[src/rtl/button_tx_pkg.sv]
// rtl/button_tx_pkg.sv - shared constants, state type and frame word builder for button_tx_framer
//
// Contents:
//   MAGIC       - header tag carried in the upper byte of word 0
//   tx_state_t  - framer state encoding {IDLE, SEND, GAP}
//   frame_word  - builds one frame word (64-bit, caller truncates to its stream width)
package button_tx_pkg;

    localparam logic [7:0] MAGIC = 8'hB7;

    typedef enum logic [1:0] {
        IDLE,
        SEND,
        GAP
    } tx_state_t;

    // sent_flat carries pad i at bits [i*btn_w +: btn_w]; btn_w <= 56 so the
    // {pad index, buttons} field always fits in the 64-bit result.
    function automatic logic [63:0] frame_word(
        input int          w,
        input logic [7:0]  seq_v,
        input logic [255:0] sent_flat,
        input int          num_pads,
        input int          btn_w
    );
        logic [63:0] word;
        logic [63:0] mask;
        word = '0;
        mask = (64'd1 << btn_w) - 64'd1;
        if (w == 0) begin
            word = {48'd0, MAGIC, seq_v};
        end else if (w <= num_pads) begin
            word = (64'(8'(w - 1)) << btn_w)
                 | (64'(sent_flat >> ((w - 1) * btn_w)) & mask);
        end
        return word;
    endfunction

endpackage

[src/rtl/keepalive_timer.sv]
// rtl/keepalive_timer.sv - idle-time counter that flags when a keepalive resend is due
//
// Ports:
//   clk     in  clock
//   rst_n   in  asynchronous active-low reset
//   run     in  count while high
//   clear   in  return the count to 0 (wins over run)
//   expire  out count has reached KEEPALIVE_CYCLES-1
// KEEPALIVE_CYCLES = 0 removes the counter and holds expire low.
module keepalive_timer #(
    parameter int KEEPALIVE_CYCLES = 1_250_000
) (
    input  logic clk,
    input  logic rst_n,
    input  logic run,
    input  logic clear,
    output logic expire
);

    generate
        if (KEEPALIVE_CYCLES == 0) begin : g_off
            logic unused_inputs;
            assign unused_inputs = ^{clk, rst_n, run, clear};
            assign expire = 1'b0;
        end else begin : g_on
            localparam int KW = (KEEPALIVE_CYCLES > 1) ? $clog2(KEEPALIVE_CYCLES) : 1;
            localparam logic [KW-1:0] LAST = KW'(KEEPALIVE_CYCLES - 1);
            logic [KW-1:0] count;

            // Holds at LAST until cleared so expire stays asserted until the
            // framer actually leaves IDLE.
            always_ff @(posedge clk or negedge rst_n) begin
                if (!rst_n) begin
                    count <= '0;
                end else if (clear) begin
                    count <= '0;
                end else if (run && count != LAST) begin
                    count <= count + 1'b1;
                end
            end

            assign expire = (count == LAST);
        end
    endgenerate

endmodule

[src/rtl/button_tx_framer.sv]
// rtl/button_tx_framer.sv - multi-pad button snapshot framer with keepalive and inter-frame gap
//
// Ports:
//   clk          in  single clock
//   rst_n        in  asynchronous active-low reset
//   pad_valid    in  [NUM_PADS]        per-pad strobe, matching pad_buttons slice is fresh
//   pad_buttons  in  [NUM_PADS*BTN_W]  pad i at [i*BTN_W +: BTN_W]
//   axiov        out frame word valid
//   axiod        out [DATA_SIZE] frame word, 0 when axiov is 0
//   seq          out [8]  sequence number of the current or last frame
//   frames_sent  out [16] wrapping count of completed frames
module button_tx_framer
    import button_tx_pkg::*;
#(
    parameter int NUM_PADS         = 2,
    parameter int BTN_W            = 8,
    parameter int DATA_SIZE        = 16,
    parameter int FRAME_WORDS      = 32,
    parameter int GAP_CYCLES       = 64,
    parameter int KEEPALIVE_CYCLES = 1_250_000
) (
    input  logic                      clk,
    input  logic                      rst_n,
    input  logic [NUM_PADS-1:0]       pad_valid,
    input  logic [NUM_PADS*BTN_W-1:0] pad_buttons,
    output logic                      axiov,
    output logic [DATA_SIZE-1:0]      axiod,
    output logic [7:0]                seq,
    output logic [15:0]               frames_sent
);

    localparam int CNT_MAX = (FRAME_WORDS > GAP_CYCLES) ? FRAME_WORDS : GAP_CYCLES;
    localparam int CW      = $clog2(CNT_MAX);
    localparam logic [CW-1:0] WORD_LAST = CW'(FRAME_WORDS - 1);
    localparam logic [CW-1:0] GAP_LAST  = CW'(GAP_CYCLES - 1);

    tx_state_t                 state;
    logic [CW-1:0]             cnt;      // word index in SEND, gap count in GAP
    logic [NUM_PADS*BTN_W-1:0] latest;
    logic [NUM_PADS*BTN_W-1:0] sent;
    logic                      pending;
    logic                      change;
    logic                      ka_expire;
    logic                      ka_clear;
    logic                      trigger;

    always_ff @(posedge clk or negedge rst_n) begin
        if (!rst_n) begin
            latest <= '0;
        end else begin
            for (int i = 0; i < NUM_PADS; i++) begin
                if (pad_valid[i]) begin
                    latest[i*BTN_W +: BTN_W] <= pad_buttons[i*BTN_W +: BTN_W];
                end
            end
        end
    end

    assign change   = (latest != sent);
    assign trigger  = change || ka_expire;
    assign ka_clear = (state == IDLE) && (trigger || pending);

    keepalive_timer #(
        .KEEPALIVE_CYCLES(KEEPALIVE_CYCLES)
    ) u_keepalive (
        .clk   (clk),
        .rst_n (rst_n),
        .run   (state == IDLE),
        .clear (ka_clear),
        .expire(ka_expire)
    );

    // axiod is precomputed one word ahead so the stream comes straight from
    // registers; sent is only written on SEND entry, which freezes the image.
    always_ff @(posedge clk or negedge rst_n) begin
        if (!rst_n) begin
            state       <= IDLE;
            cnt         <= '0;
            sent        <= '0;
            pending     <= 1'b0;
            seq         <= '0;
            frames_sent <= '0;
            axiov       <= 1'b0;
            axiod       <= '0;
        end else begin
            case (state)
                IDLE: begin
                    if (trigger || pending) begin
                        state   <= SEND;
                        cnt     <= '0;
                        sent    <= latest;
                        pending <= 1'b0;
                        seq     <= seq + 8'd1;
                        axiov   <= 1'b1;
                        axiod   <= DATA_SIZE'(frame_word(0, seq + 8'd1, 256'(latest),
                                                         NUM_PADS, BTN_W));
                    end
                end
                SEND: begin
                    if (trigger) begin
                        pending <= 1'b1;
                    end
                    if (cnt == WORD_LAST) begin
                        state       <= GAP;
                        cnt         <= '0;
                        axiov       <= 1'b0;
                        axiod       <= '0;
                        frames_sent <= frames_sent + 16'd1;
                    end else begin
                        cnt   <= cnt + 1'b1;
                        axiod <= DATA_SIZE'(frame_word(int'(cnt) + 1, seq, 256'(sent),
                                                       NUM_PADS, BTN_W));
                    end
                end
                GAP: begin
                    if (trigger) begin
                        pending <= 1'b1;
                    end
                    if (cnt == GAP_LAST) begin
                        state <= IDLE;
                        cnt   <= '0;
                    end else begin
                        cnt <= cnt + 1'b1;
                    end
                end
                default: begin
                    state <= IDLE;
                    cnt   <= '0;
                    axiov <= 1'b0;
                    axiod <= '0;
                end
            endcase
        end
    end

endmodule

[config.mk]
export PLATFORM = sky130hd
export DESIGN_NAME = button_tx_framer
export DESIGN_NICKNAME = d
export VERILOG_FILES = /design/src/rtl/button_tx_pkg.sv /design/src/rtl/keepalive_timer.sv /design/src/rtl/button_tx_framer.sv
export SDC_FILE = /design/constraint.sdc
export NUM_CORES = 1
export LEC_CHECK = 0
export ABC_CLOCK_PERIOD_IN_PS = 3800
export CORE_ASPECT_RATIO = 1.4
export CORE_UTILIZATION = 60
export DETAILED_ROUTE_END_ITERATION = 6
export GPL_TIMING_DRIVEN = 0
export PLACE_DENSITY = 0.92
export SLEW_MARGIN = 40
export SYNTH_ARGS = -nofsm -noshare
export SYNTH_HDL_FRONTEND = slang
export SYNTH_SLANG_ARGS = --single-unit
export TNS_END_PERCENT = 1
[constraint.sdc]
create_clock -name clk -period 3.8 [get_ports clk]
set_clock_uncertainty 0.05 [all_clocks]
set_input_delay 0.76 -clock clk [delete_from_list [all_inputs] [get_ports clk]]
set_output_delay 0.76 -clock clk [all_outputs]
set_load 0.1 [all_outputs]
==> metrics.csv <==
stage,metric,value,unit
yosys,ys_top_cells_by_count,"dfrtp_1, nor2_1, mux2_2",
worst_setup_path,critPathMaxStageDelay,0.55,ns
yosys,syn_nets,508,
clock_network,cts_tree,done,
die,fp.dieH,112,um
cells_and_area,finalInstanceArea,6080,um2
yosys,yosys_warnings,0,
clock_network,ctsHoldBuffers,0,
cells_and_area,n_fill_cell,579,
cells_and_area,drive_above_1_share,21.8,%
clock_network,clock_path_buffers,2,
die,start_util,62.6,%
yosys,synth_top_area_share,49.6,%
worst_setup_path,critPathLaunch,cnt[1]$_DFFE_PN0P_,
global_route,grt_pass1_wl,19400,um
yosys,postSynthCellCount,479,
die,die-width,80.6,um
global_route,grt-ovfl-total,0,
place,io_buffers,58,
route,vias,3936,
yosys,synthFlopType,dfrtp_1,
cells_and_area,finalNetCount,578,
route,drc_errors,0,
clock_network,cts_root_buffer,clkbuf_16,
yosys,synth_xor_xnor_area_share,10.1,%
worst_setup_path,crit_fanout,7,
worst_setup_path,crit_end,axiod[11]$_DFFE_PN0P_,
worst_setup_path,critPathSlowestCell,or4_4,
yosys,synth_seq_cells,103,
hold_path,hold_class,in2async,
global_route,antenna_found_initial,0,
sta,tightest_slew,0.723,ns
yosys,synth_cell_type_count,51,
yosys,synth_fa_ha_area_share,2.17,%
power_and_ir_drop,peakVddDrop,815,uV
die,dieArea,9040,um2
worst_setup_path,startpoint_type,flop,
clock_network,cts_resized,0,
clock_network,cts_setup_buffers,0,
route,viasPerCell,6.00,
yosys,synthesis.area,5190,um2
power_and_ir_drop,p_leak,2.76,nW
yosys,synthSimpleGateAreaFrac,16.9,%
die,core-area,8300,um2
global_route,grt_pass1_vias,4056,
worst_setup_path,path_class,reg2reg,
yosys,synth_most_common_cell,dfrtp_1,
yosys,synth_area_leaders,"dfrtp_1, mux2_2, xnor2_1",
sta,max_freq,0.371,GHz
sta,finalSetupViolCount,0,
worst_setup_path,r2r-end,axiod[11]$_DFFE_PN0P_,
sta,period_minus_slack,2.69,ns
sta,slew_violations,0,
worst_setup_path,cp_data_required_time,4.02,ns
clock_network,clock_sinks,103,
global_route,grtUsageTotal,28.3,%
sta,relSlewSlack,51.1,%
sta,finalHoldViolations,0,
cells_and_area,areaGrowthSynthToFinish,17.0,%
route,postRouteAntennaNets,0,
sta,timing.hold.ws,0.259,ns
sta,grt_setup_unrepaired,no,
yosys,async_flop_share,100,%
yosys,yosysSeqAreaShare,49.6,%
cells_and_area,antenna_cells,0,
clock_network,htree_num_levels,3,
worst_setup_path,r2r_slack,1.11,ns
worst_setup_path,reg2reg_depth,7,
clock_network,path_clk_slew,0.07,ns
yosys,syn_avg_cell_area,10.8,um2
power_and_ir_drop,power.density,794,nW/um2
outcome,outcome,"complete, no violations",
worst_setup_path,path_cells,ha_1 -> xor2_1 -> a2bb2oi_1 -> nor3_2 -> nand3_1 -> or4_4 -> o21ai_1,
die,io_pins,61,
global_route,grt_max_degree,54,
yosys,synth.largest_area_cell,dfrtp_1,
yosys,synth_top_family_by_area,simple AND/OR/NAND/NOR gates,
clock_network,cts_inserted_buffers,9,
route,detail_route.wl_per_cell,17.7,um
worst_setup_path,r2r_start,cnt[1]$_DFFE_PN0P_,
flow_run,drv_cap,0,
route,drt_wl_total,11600,um
die,num_rows,39,
route,dr.pass1.iters,4,
worst_setup_path,crit_arrival,2.92,ns
place,globalplace.congestion,0.912,
place,dpl_cell_area,5730,um2
place,dpl.hpwl,8100,um
yosys,synth_edf_count,0,
yosys,synth-compound-area-share,9.20,%
yosys,synth.area.mux_share,9.11,%
clock_network,clk_latency,0.35,ns
worst_setup_path,end_kind,flop,
route,drt_iter0_markers,311,
sta,fin_crit_sh,70.9,%
-- critical path: cells and delay by family (launching register included) --
family	cells	cell delay (ns)
AO/OA/AOI/OAI	2	0.33
XOR/XNOR	1	0.19
adder cells (fa/ha/maj)	1	0.31
flip-flops	1	0.46
AND/OR/NAND/NOR	3	1.26
-- cell families after synthesis --
kind of cell / count (synthesis)
flip-flops: 103
multiplexers: 42
adder cells (fa/ha/maj): 9
AND/OR/NAND/NOR: 161
buffers and inverters: 33
XOR/XNOR: 60
AO/OA/AOI/OAI: 71
-- registers in the layout (all words and copies together) (netlist names), 2 cells and up --
name,flops
state,2
latest,16
u_keepalive.g_on.count,21
sent,16
cnt,6
axiod,16
seq,8
frames_sent,16
-- routing by layer --
layer	GRT usage (%)	part of all wire (%)	wire (um)	up-vias
li1	-	-	-	1825
met1	33.6	40	4610	1953
met2	48.4	53	6150	129
met3	5.04	4.4	507	29
met4	14.5	3.1	362	0
met5	0	0	0	-
-- layout make-up --
| type | count | area [um2] | share of cell area (%) |
|---|---|---|---|
| clock buffer | 12 | 267 | 4.39 |
| inverter | 15 | 56.3 | 0.926 |
| tap | 102 | 128 | 2.10 |
| clock inverter | 4 | 76.3 | 1.26 |
| sequential | 103 | 2580 | 42.4 |
| buffer | 18 | 92.6 | 1.52 |
| timing repair buffer | 59 | 408 | 6.71 |
| multi-input combinational | 343 | 2470 | 40.7 |
-- placed cells by master (no fill, tap or decap), types with 14 or more instances in the layout --
cell type / synthesis / layout
dfrtp_1: 103 / 103
buf_2: 5 / 46
nor2_1: 43 / 43
mux2_2: 42 / 42
xnor2_1: 30 / 30
xor2_1: 30 / 30
nand2_1: 26 / 26
o21ai_0: 23 / 23
nand3_1: 22 / 22
clkdlybuf4s50_1: 0 / 16
inv_1: 15 / 15
nand4_1: 14 / 14
-- how the worst min path moves through the flow --
stage | slack [ns] | cells past startpoint | to
floorplan | 0.41 | 0 | axiod[0]$_DFFE_PN0P_
global placement | 0.41 | 1 | frames_sent[15]$_DFFE_PN0P_
detailed placement | 0.42 | 1 | axiod[8]$_DFFE_PN0P_
CTS | 0.28 | 1 | frames_sent[15]$_DFFE_PN0P_
global route | 0.29 | 1 | frames_sent[15]$_DFFE_PN0P_
finish | 0.26 | 1 | frames_sent[15]$_DFFE_PN0P_
-- power breakdown --
part / leakage, nW / switching (mW) / total, mW / internal, mW
Sequential: 1.33 / 0.239 / 1.58 / 1.34
Combinational: 1.26 / 1.53 / 2.22 / 0.684
Clock: 0.165 / 0.404 / 1.04 / 0.632
-- through the flow --
step           worst slack [ns]  total power [mW]  std cells  setup TNS (ns)  utilization [%]
2_1_floorplan              1.31              3.26        479               0                -
3_3_place_gp              -1.76              3.78        639         -180.83             71.1
3_5_place_dp               1.19              3.75        640               0             69.1
4_1_cts                    1.15              4.81        656               0             73.2
5_1_grt                   0.979              5.03        656               0             73.3
6_report                   1.11              4.83        656               0             73.3
Power figures use the tool's default switching activity.
